**src/rtl/bus_arb.sv**
```systemverilog
// -----------------------------------------------------------------------------
// bus_arb -- two-master arbiter for the 16 MB RISC5 system bus.
//
// Grants the single slave-side bus (address decoder: PROM, RAM, I/O) to one
// master for one complete strobe/acknowledge transaction at a time. Contending
// masters are served round-robin. One idle cycle always separates two
// transactions.
//
// Optional feature (compile-time macro BUS_ARB_TIMEOUT_EN):
//   A granted transaction still waiting for s_ack after TIMEOUT cycles is
//   terminated by the arbiter. The master gets an ack with zero read data, and
//   the sticky bus_err flag is set. Without the macro there is no counter,
//   bus_err is tied to 0, err_clr is ignored, and a transaction waits for
//   s_ack indefinitely.
//
// Parameters
//   TIMEOUT   cycles a granted transaction may wait for s_ack (1..255)
//
// Ports
//   clk, rst_n                      clock, asynchronous active-low reset
//   m0_stb/we/addr/dout -> m0_din/ack   master 0 (CPU)
//   m1_stb/we/addr/dout -> m1_din/ack   master 1 (DMA / video fetch)
//   s_stb/we/addr/dout  <- s_din/ack    slave side toward the address decoder
//   grant    one-hot owner: 01 master 0, 10 master 1, 00 idle
//   bus_err  sticky timeout flag, cleared by an err_clr pulse
// -----------------------------------------------------------------------------
module bus_arb #(
  parameter int unsigned TIMEOUT = 255
) (
  input  logic        clk,
  input  logic        rst_n,
  input  logic        m0_stb,
  input  logic        m0_we,
  input  logic [21:0] m0_addr,
  input  logic [31:0] m0_dout,
  output logic [31:0] m0_din,
  output logic        m0_ack,
  input  logic        m1_stb,
  input  logic        m1_we,
  input  logic [21:0] m1_addr,
  input  logic [31:0] m1_dout,
  output logic [31:0] m1_din,
  output logic        m1_ack,
  output logic        s_stb,
  output logic        s_we,
  output logic [21:0] s_addr,
  output logic [31:0] s_dout,
  input  logic [31:0] s_din,
  input  logic        s_ack,
  output logic [1:0]  grant,
  output logic        bus_err,
  input  logic        err_clr
);

  // The state encoding doubles as the one-hot grant vector.
  typedef enum logic [1:0] {
    IDLE = 2'b00,
    BUS0 = 2'b01,
    BUS1 = 2'b10
  } state_e;

  state_e state_q, state_d;
  logic   last_q, last_d;      // last master served; 1 favours master 0

  // Fields of whichever master currently owns the bus.
  logic        own_sel;        // 1 when master 1 owns the bus
  logic        own_stb;
  logic        own_we;
  logic [21:0] own_addr;
  logic [31:0] own_dout;

  // Acknowledge and read data for the owning master before steering.
  logic        tx_ack;
  logic [31:0] tx_din;

  logic        timeout_reached; // wait limit reached in this granted cycle
  logic        timeout_hit;     // forced termination happening this cycle

  always_comb begin
    own_sel  = (state_q == BUS1);
    own_stb  = own_sel ? m1_stb  : m0_stb;
    own_we   = own_sel ? m1_we   : m0_we;
    own_addr = own_sel ? m1_addr : m0_addr;
    own_dout = own_sel ? m1_dout : m0_dout;
  end

  always_comb begin
    // NOTE: every signal written here gets a default first, so no path through
    // the case statement can leave a value held (no inferred latches).
    state_d     = state_q;
    last_d      = last_q;
    s_stb       = 1'b0;
    s_we        = 1'b0;
    s_addr      = '0;
    s_dout      = '0;
    tx_ack      = 1'b0;
    tx_din      = '0;
    timeout_hit = 1'b0;

    unique case (state_q)
      IDLE: begin
        // On a tie, master 0 wins only if master 1 was served last.
        if (m0_stb && (!m1_stb || last_q)) begin
          state_d = BUS0;
        end else if (m1_stb) begin
          state_d = BUS1;
        end
      end

      BUS0, BUS1: begin
        s_we   = own_we;
        s_addr = own_addr;
        s_dout = own_dout;
        if (!own_stb) begin
          // Owner withdrew its strobe: release the bus without an ack and
          // without moving the round-robin pointer.
          state_d = IDLE;
        end else begin
          s_stb  = 1'b1;
          tx_ack = s_ack;
          tx_din = s_din;
          if (s_ack) begin
            state_d = IDLE;
            last_d  = own_sel;
          end else if (timeout_reached) begin
            // Arbiter answers in place of the silent slave.
            s_stb       = 1'b0;
            tx_ack      = 1'b1;
            tx_din      = '0;
            timeout_hit = 1'b1;
            state_d     = IDLE;
            last_d      = own_sel;
          end
        end
      end

      default: state_d = IDLE;
    endcase
  end

  // Only the owner ever sees an ack or read data; the other master reads 0.
  assign m0_ack = tx_ack & ~own_sel;
  assign m0_din = own_sel ? '0 : tx_din;
  assign m1_ack = tx_ack & own_sel;
  assign m1_din = own_sel ? tx_din : '0;
  assign grant  = 2'(state_q);

  always_ff @(posedge clk or negedge rst_n) begin
    // NOTE: state registers use non-blocking assignments so every flop samples
    // the pre-edge values regardless of statement order.
    if (!rst_n) begin
      state_q <= IDLE;
      last_q  <= 1'b1;
    end else begin
      state_q <= state_d;
      last_q  <= last_d;
    end
  end

`ifdef BUS_ARB_TIMEOUT_EN
  localparam logic [7:0] TimeoutLim = TIMEOUT[7:0];

  logic [7:0] cnt_q, cnt_d;
  logic       bus_err_q, bus_err_d;

  assign timeout_reached = (cnt_q == TimeoutLim);

  always_comb begin
    // Counting only while the transaction stays granted means the counter is
    // already 0 whenever a new grant starts.
    cnt_d = '0;
    if ((state_q != IDLE) && (state_d == state_q)) begin
      cnt_d = cnt_q + 8'd1;
    end

    // A timeout in the same cycle as err_clr takes precedence.
    bus_err_d = bus_err_q;
    if (err_clr) begin
      bus_err_d = 1'b0;
    end
    if (timeout_hit) begin
      bus_err_d = 1'b1;
    end
  end

  always_ff @(posedge clk or negedge rst_n) begin
    if (!rst_n) begin
      cnt_q     <= '0;
      bus_err_q <= 1'b0;
    end else begin
      cnt_q     <= cnt_d;
      bus_err_q <= bus_err_d;
    end
  end

  assign bus_err = bus_err_q;
`else
  assign timeout_reached = 1'b0;
  assign bus_err         = 1'b0;

  // Inputs and parameters that only matter with the timeout feature.
  logic unused_cfg;
  assign unused_cfg = err_clr ^ timeout_hit ^ (TIMEOUT == 32'd0);
`endif

endmodule
```
**config.mk**
```make
export PLATFORM = sky130hd
export DESIGN_NAME = bus_arb
export DESIGN_NICKNAME = d
export VERILOG_FILES = /design/src/rtl/bus_arb.sv
export SDC_FILE = /design/constraint.sdc
export NUM_CORES = 1
export LEC_CHECK = 0
export CELL_PAD_IN_SITES_DETAIL_PLACEMENT = 1
export CELL_PAD_IN_SITES_GLOBAL_PLACEMENT = 1
export CORE_MARGIN = 1
export CORE_UTILIZATION = 13
export DETAILED_ROUTE_END_ITERATION = 8
export PLACE_DENSITY_LB_ADDON = 0.1
export SYNTH_ARGS = -nofsm -noshare
export SYNTH_HDL_FRONTEND = slang
export SYNTH_SLANG_ARGS = --single-unit
```
**constraint.sdc**
```tcl
create_clock -name clk -period 2.18 [get_ports clk]
set_input_delay 0.436 -clock clk [delete_from_list [all_inputs] [get_ports clk]]
set_output_delay 0.436 -clock clk [all_outputs]
set_load 0.005 [all_outputs]
```
# Word level (Yosys, flattened, before mapping)
# Cells that the tools add are included.
dict set report op_classes {
  eq_ne 4
  n_mux 21
  bitwise_logic 3
  n_reduce_logical 7
}
# cell n
set op_table {}
lappend op_table {{$mux 32} 6}
lappend op_table {{$mux 22} 2}
lappend op_table {{$mux 1} 8}
lappend op_table {{$mux 2} 4}
lappend op_table {{$ne 3x3->1 const B} 2}
lappend op_table {{$pmux 2 s2} 1}
lappend op_table {{$reduce_and 3->1} 1}
lappend op_table {{$and 1x1->1} 2}
lappend op_table {{$eq 2x1->1 const B} 1}
lappend op_table {{$eq 2x2->1 const B} 1}
lappend op_table {{$logic_not 2->1} 1}
lappend op_table {{$reduce_and 2->1} 1}
lappend op_table {{$reduce_or 2->1} 1}
lappend op_table {{$logic_and 1x1->1} 1}
lappend op_table {{$logic_not 1->1} 1}
lappend op_table {{$logic_or 1x1->1} 1}
lappend op_table {{$not 1->1} 1}
dict set report word_totals {
  regBits 3
  in_bits 148
  output_inout_bits 125
}

# Depth between registers and ports, before layout
dict set report depth {
  word_depth 5
  depth_mapped 7
  ltp_nobuf 5
}

# Worst setup path after synthesis
# Ideal clock, no wire load.
dict set report synth_path {
  path_kind {reg-to-output}
  from {register state_q[1], in the netlist grant[1]}
  to {output port s_dout[11]}
  arrival_ns 1.389
  t_required_ns 1.744
  slack_ns 0.355
  path_stages_with_launch 6
  cell_sequence {dfrtp_1 -> inv_1 -> ha_1 -> clkbuf_1 -> clkbuf_1 -> nor2b_1}
}
dict set report synth_between {
  elab_chain_cells 3
  word_cells_on_any_way 5
  cone_classes {eq/ne: 2; mux: 2; reduce/logical: 1}
}
# item line
set synth_lines {}
lappend synth_lines {{start: declaration} 62} ;# state_e state_q, state_d;
lappend synth_lines {{start signal: assignment} 155} ;# state_q <= state_d;
lappend synth_lines {{$eq 2x2->1 / $eq 2x1->1 (equally long branches)} {80, 100}}
lappend synth_lines {{$mux 32 / $reduce_or 2->1 (equally long branches)} --}
lappend synth_lines {{$mux 32 *} 100} ;# unique case (state_q)
lappend synth_lines {{end: declaration} 47} ;# output logic [31:0] s_dout,
# Every way passes the cells marked *; elsewhere a longest branch is shown, timed or not.

# Final worst setup path
dict set report layout_path {
  from {register state_q[0], in the netlist grant[0]}
  to {output port m1_din[20]}
}
dict set report layout_between {
  elab_chain_cells 5
  word_cells_on_any_way 7
  cone_classes {eq/ne: 2; mux: 4; reduce/logical: 1}
}
# item line
set layout_lines {}
lappend layout_lines {{$eq 2x2->1} {80, 100}}
lappend layout_lines {{$mux 1} 81} ;# own_stb = own_sel ? m1_stb : m0_stb;
lappend layout_lines {{$mux 32} 114} ;# if (!own_stb) begin
lappend layout_lines {{$mux 32} 100}
lappend layout_lines {{$mux 32 *} 145} ;# assign m1_din = own_sel ? tx_din : '0;
lappend layout_lines {{end: declaration} 42} ;# output logic [31:0] m1_din,
# Marked as above.

==> results.toml <==
[outcome]
status = "finished, final reports clean"

[floorplan]
die_area_um2 = 13140
start_util = 0.1350
die_h_um = 114.6
dieWidth_um = 114.6
row_count = 40
ioPinCount = 273
coreArea_um2 = 12210

[clock_tree]
cts.sinks = 3
clkLatencyLatePin_ns = 0.22
clock_path_buffers = 2
root_buffer = "clkbuf_16"
clk_pin_slew_worst_paths_ns = 0.03
h-tree-depth = 1
numCtsBuffers = 3
cts_tree = "yes"

[place]
dp_hpwl_mm = 8.208
place_ws_ns = -0.3733
port_buffers = 270
gp_congestion = 0.7276

[global_route]
grt_pass1_wl_mm = 15.75
grt_usage = 0.1538
grt_overflow = 0
antenna_found_initial = 0
first_global_vias = 2858
grt_start_max_net_pins = 21

[synthesis]
syn_nets = 373
yosys.cell_types.count = 22
yosysSeqAreaShare = 0.04628
synthCells = 223
synth.ff_latch_count = 3
syn-cell-area_um2 = 1649
synth_warnings = 0
syn_avg_cell_area_um2 = 7.395

[final_layout]
area_growth_pct = 222.2
fillerInstances = 1436
utilization = 0.4350
num_antenna_cells = 0
nets = 683
seq_area_um2 = 76.32
multi_input_area_um2 = 1668
drive_above_1_share = 0.4643

[detailed_routing]
routed_wl_mm = 11.12
final_antenna_net_count = 0
vias = 2781
drc = 0
dr.pass1.iters = 3
wl_per_cell_um = 15.88
vias_per_cell = 3.973
drt_iter0_markers = 43

[power_and_ir_drop]
peakVddDrop_v = 0.0004921
leakagePower_nw = 2.413
powerDensity_nw_per_um2 = 1063

[sta]
rsz0062_at_grt = "true"
final_max_slew_viol_count = 0
setup_viol = 0
hold_viol = 0
max_freq_ghz = 0.4604
fin_crit_ns = 2.172
finalCritPeriodShare = 0.9964
fin_skew_ns = 0.001832
setup_ws_ns = 0.007881

[setup_path]
cpLargestDelayFamily = "buffers and inverters"
path_buf_inv = 5
crit_type = "reg -> out"
end_kind = "output port"
cp.required_ns = 1.74
arrival_ns = 1.74
critPathSlowestCell = "dfrtp_1"
slowest_delay_ns = 0.38
worst_r2r_path_depth = 8
cp-start-kind = "register"
cp_common_cell = "buf_6"
cp_cell_sequence = "inv_2, ha_4, buf_6, and3_4, buf_6, buf_16, and2_1, buf_2"
worstPathMaxFanout = 8
r2r-start = "grant[0]"
worst-r2r-setup-slack_ns = 0.34
r2r_end = "grant[0]"

[hold_path]
hold_class = "in -> async"

[job]
cap_violations = 0
[cells in the final DEF, fill, tap and decap left out]
cell type / n
clkdlybuf4s50_1: 147
buf_6: 70
and2_4: 59
nor2b_1: 56
mux2i_1: 53
buf_2: 44
clkbuf_2: 19
buf_4: 16
buf_12: 10
and2_1: 7
buf_16: 7
buf_8: 6
clkbuf_16: 5
dlygate4sd2_1: 3
inv_2: 2
mux2i_4: 2
inv_1: 2
nand3_1: 2
a21oi_1: 2
a21boi_0: 2
o22ai_1: 2
a32o_1: 2
ha_4: 2
dfrtp_1: 2
and3_4: 1
nand2_4: 1
nor2_4: 1
mux2i_2: 1
nand2b_1: 1
or2_1: 1
conb_1: 1
clkbuf_1: 1
dfstp_2: 1
clkdlybuf4s15_1: 1
[per-layer routing]
metal  vias to the layer above  GRT usage  part of all wire
li1                       1341          -                 -
met2                       150     0.3200              0.57
met5                         -          0                 0
met3                         4    0.03441             0.082
met1                      1286     0.1581              0.34
met4                         0    0.01558            0.0040
[power by group]
| group | switching, mW | internal (mW) |
|---|---|---|
| Combinational | 1.96 | 3.31 |
| Clock | 0.0483 | 0.241 |
| Sequential | 0.0165 | 0.0801 |
| Total | 2.02 | 3.63 |
[logic make-up after synthesis]
family                     synth area share
adders and majority gates           0.01517
and+or+nand+nor                      0.4894
AOI/OAI and AO/OA                   0.03490
buffers and inverters               0.07208
muxes                                0.3399
DFF                                 0.04629
other                              0.002274
[repair_timing]
action | 4_1_cts | 5_1_grt
setup endpoints to repair | 122 | 119
hold buffers | 0 | 0
buffers inserted | 22 | 9
pin swaps | 9 | 42
cloned | 10 | 2
gates resized for setup | 456 | 172
[registers in the layout, summed over array words and instances, names as in the netlist]
signal,cells
grant,2
last_q,1
[synthesized netlist by cell type]
| cell | count | share of area |
|---|---|---|
| buf_2 | 2 | 0.0061 |
| and2_1 | 66 | 0.25 |
| buf_6 | 1 | 0.0068 |
| dfstp_2 | 1 | 0.016 |
| conb_1 | 1 | 0.0023 |
| a32o_1 | 2 | 0.012 |
| dfrtp_1 | 2 | 0.030 |
| nor2_4 | 1 | 0.0068 |
| a21boi_0 | 2 | 0.0091 |
| buf_4 | 5 | 0.023 |
| or2_1 | 1 | 0.0038 |
| inv_1 | 4 | 0.0091 |
| mux2i_1 | 56 | 0.34 |
| o22ai_1 | 2 | 0.0076 |
| nand2_1 | 1 | 0.0023 |
| and3_1 | 1 | 0.0038 |
| clkbuf_1 | 12 | 0.027 |
| ha_1 | 2 | 0.015 |
| nor2b_1 | 56 | 0.21 |
| nand3_1 | 2 | 0.0061 |
| a21oi_1 | 2 | 0.0061 |
| nand2b_1 | 1 | 0.0038 |
[worst max path at each step]
stage | endpoint | cells after the start | slack, ns | startpoint
after floorplan | s_dout[11] | 5 | 0.35 | grant[1]
after global placement | m0_din[2] | 6 | -0.35 | m0_stb
after detailed placement | m0_din[2] | 6 | -0.37 | m0_stb
after CTS | s_addr[4] | 9 | -0.11 | grant[0]
after global routing | s_dout[16] | 9 | -0.07 | grant[0]
final | m1_din[20] | 8 | 0.008 | grant[0]
[through the flow]
stage | setup TNS [ns] | instances | area [um^2] | power (mW) | hold slack [ns]
2_1_floorplan | 0 | 223 | 1649 | 1.911 | 0.1404
3_3_place_gp | -18.92 | 664 | 4743 | 4.637 | 0.4923
3_5_place_dp | -20.60 | 664 | 4743 | 4.669 | 0.4931
4_1_cts | -2.622 | 698 | 5012 | 5.458 | 0.3951
5_1_grt | -3.032 | 700 | 5313 | 6.064 | 0.4001
6_report | 0 | 700 | 5313 | 5.650 | 0.3954
[cell type report]
class / instances / area share
Inverter: 4 / 0.002826
Tap cell: 168 / 0.03957
Timing Repair Buffer: 325 / 0.6145
Sequential cell: 3 / 0.01437
Clock buffer: 4 / 0.01484
Multi-Input combinational cell: 196 / 0.3139
(Power assumes the default switching activity.)
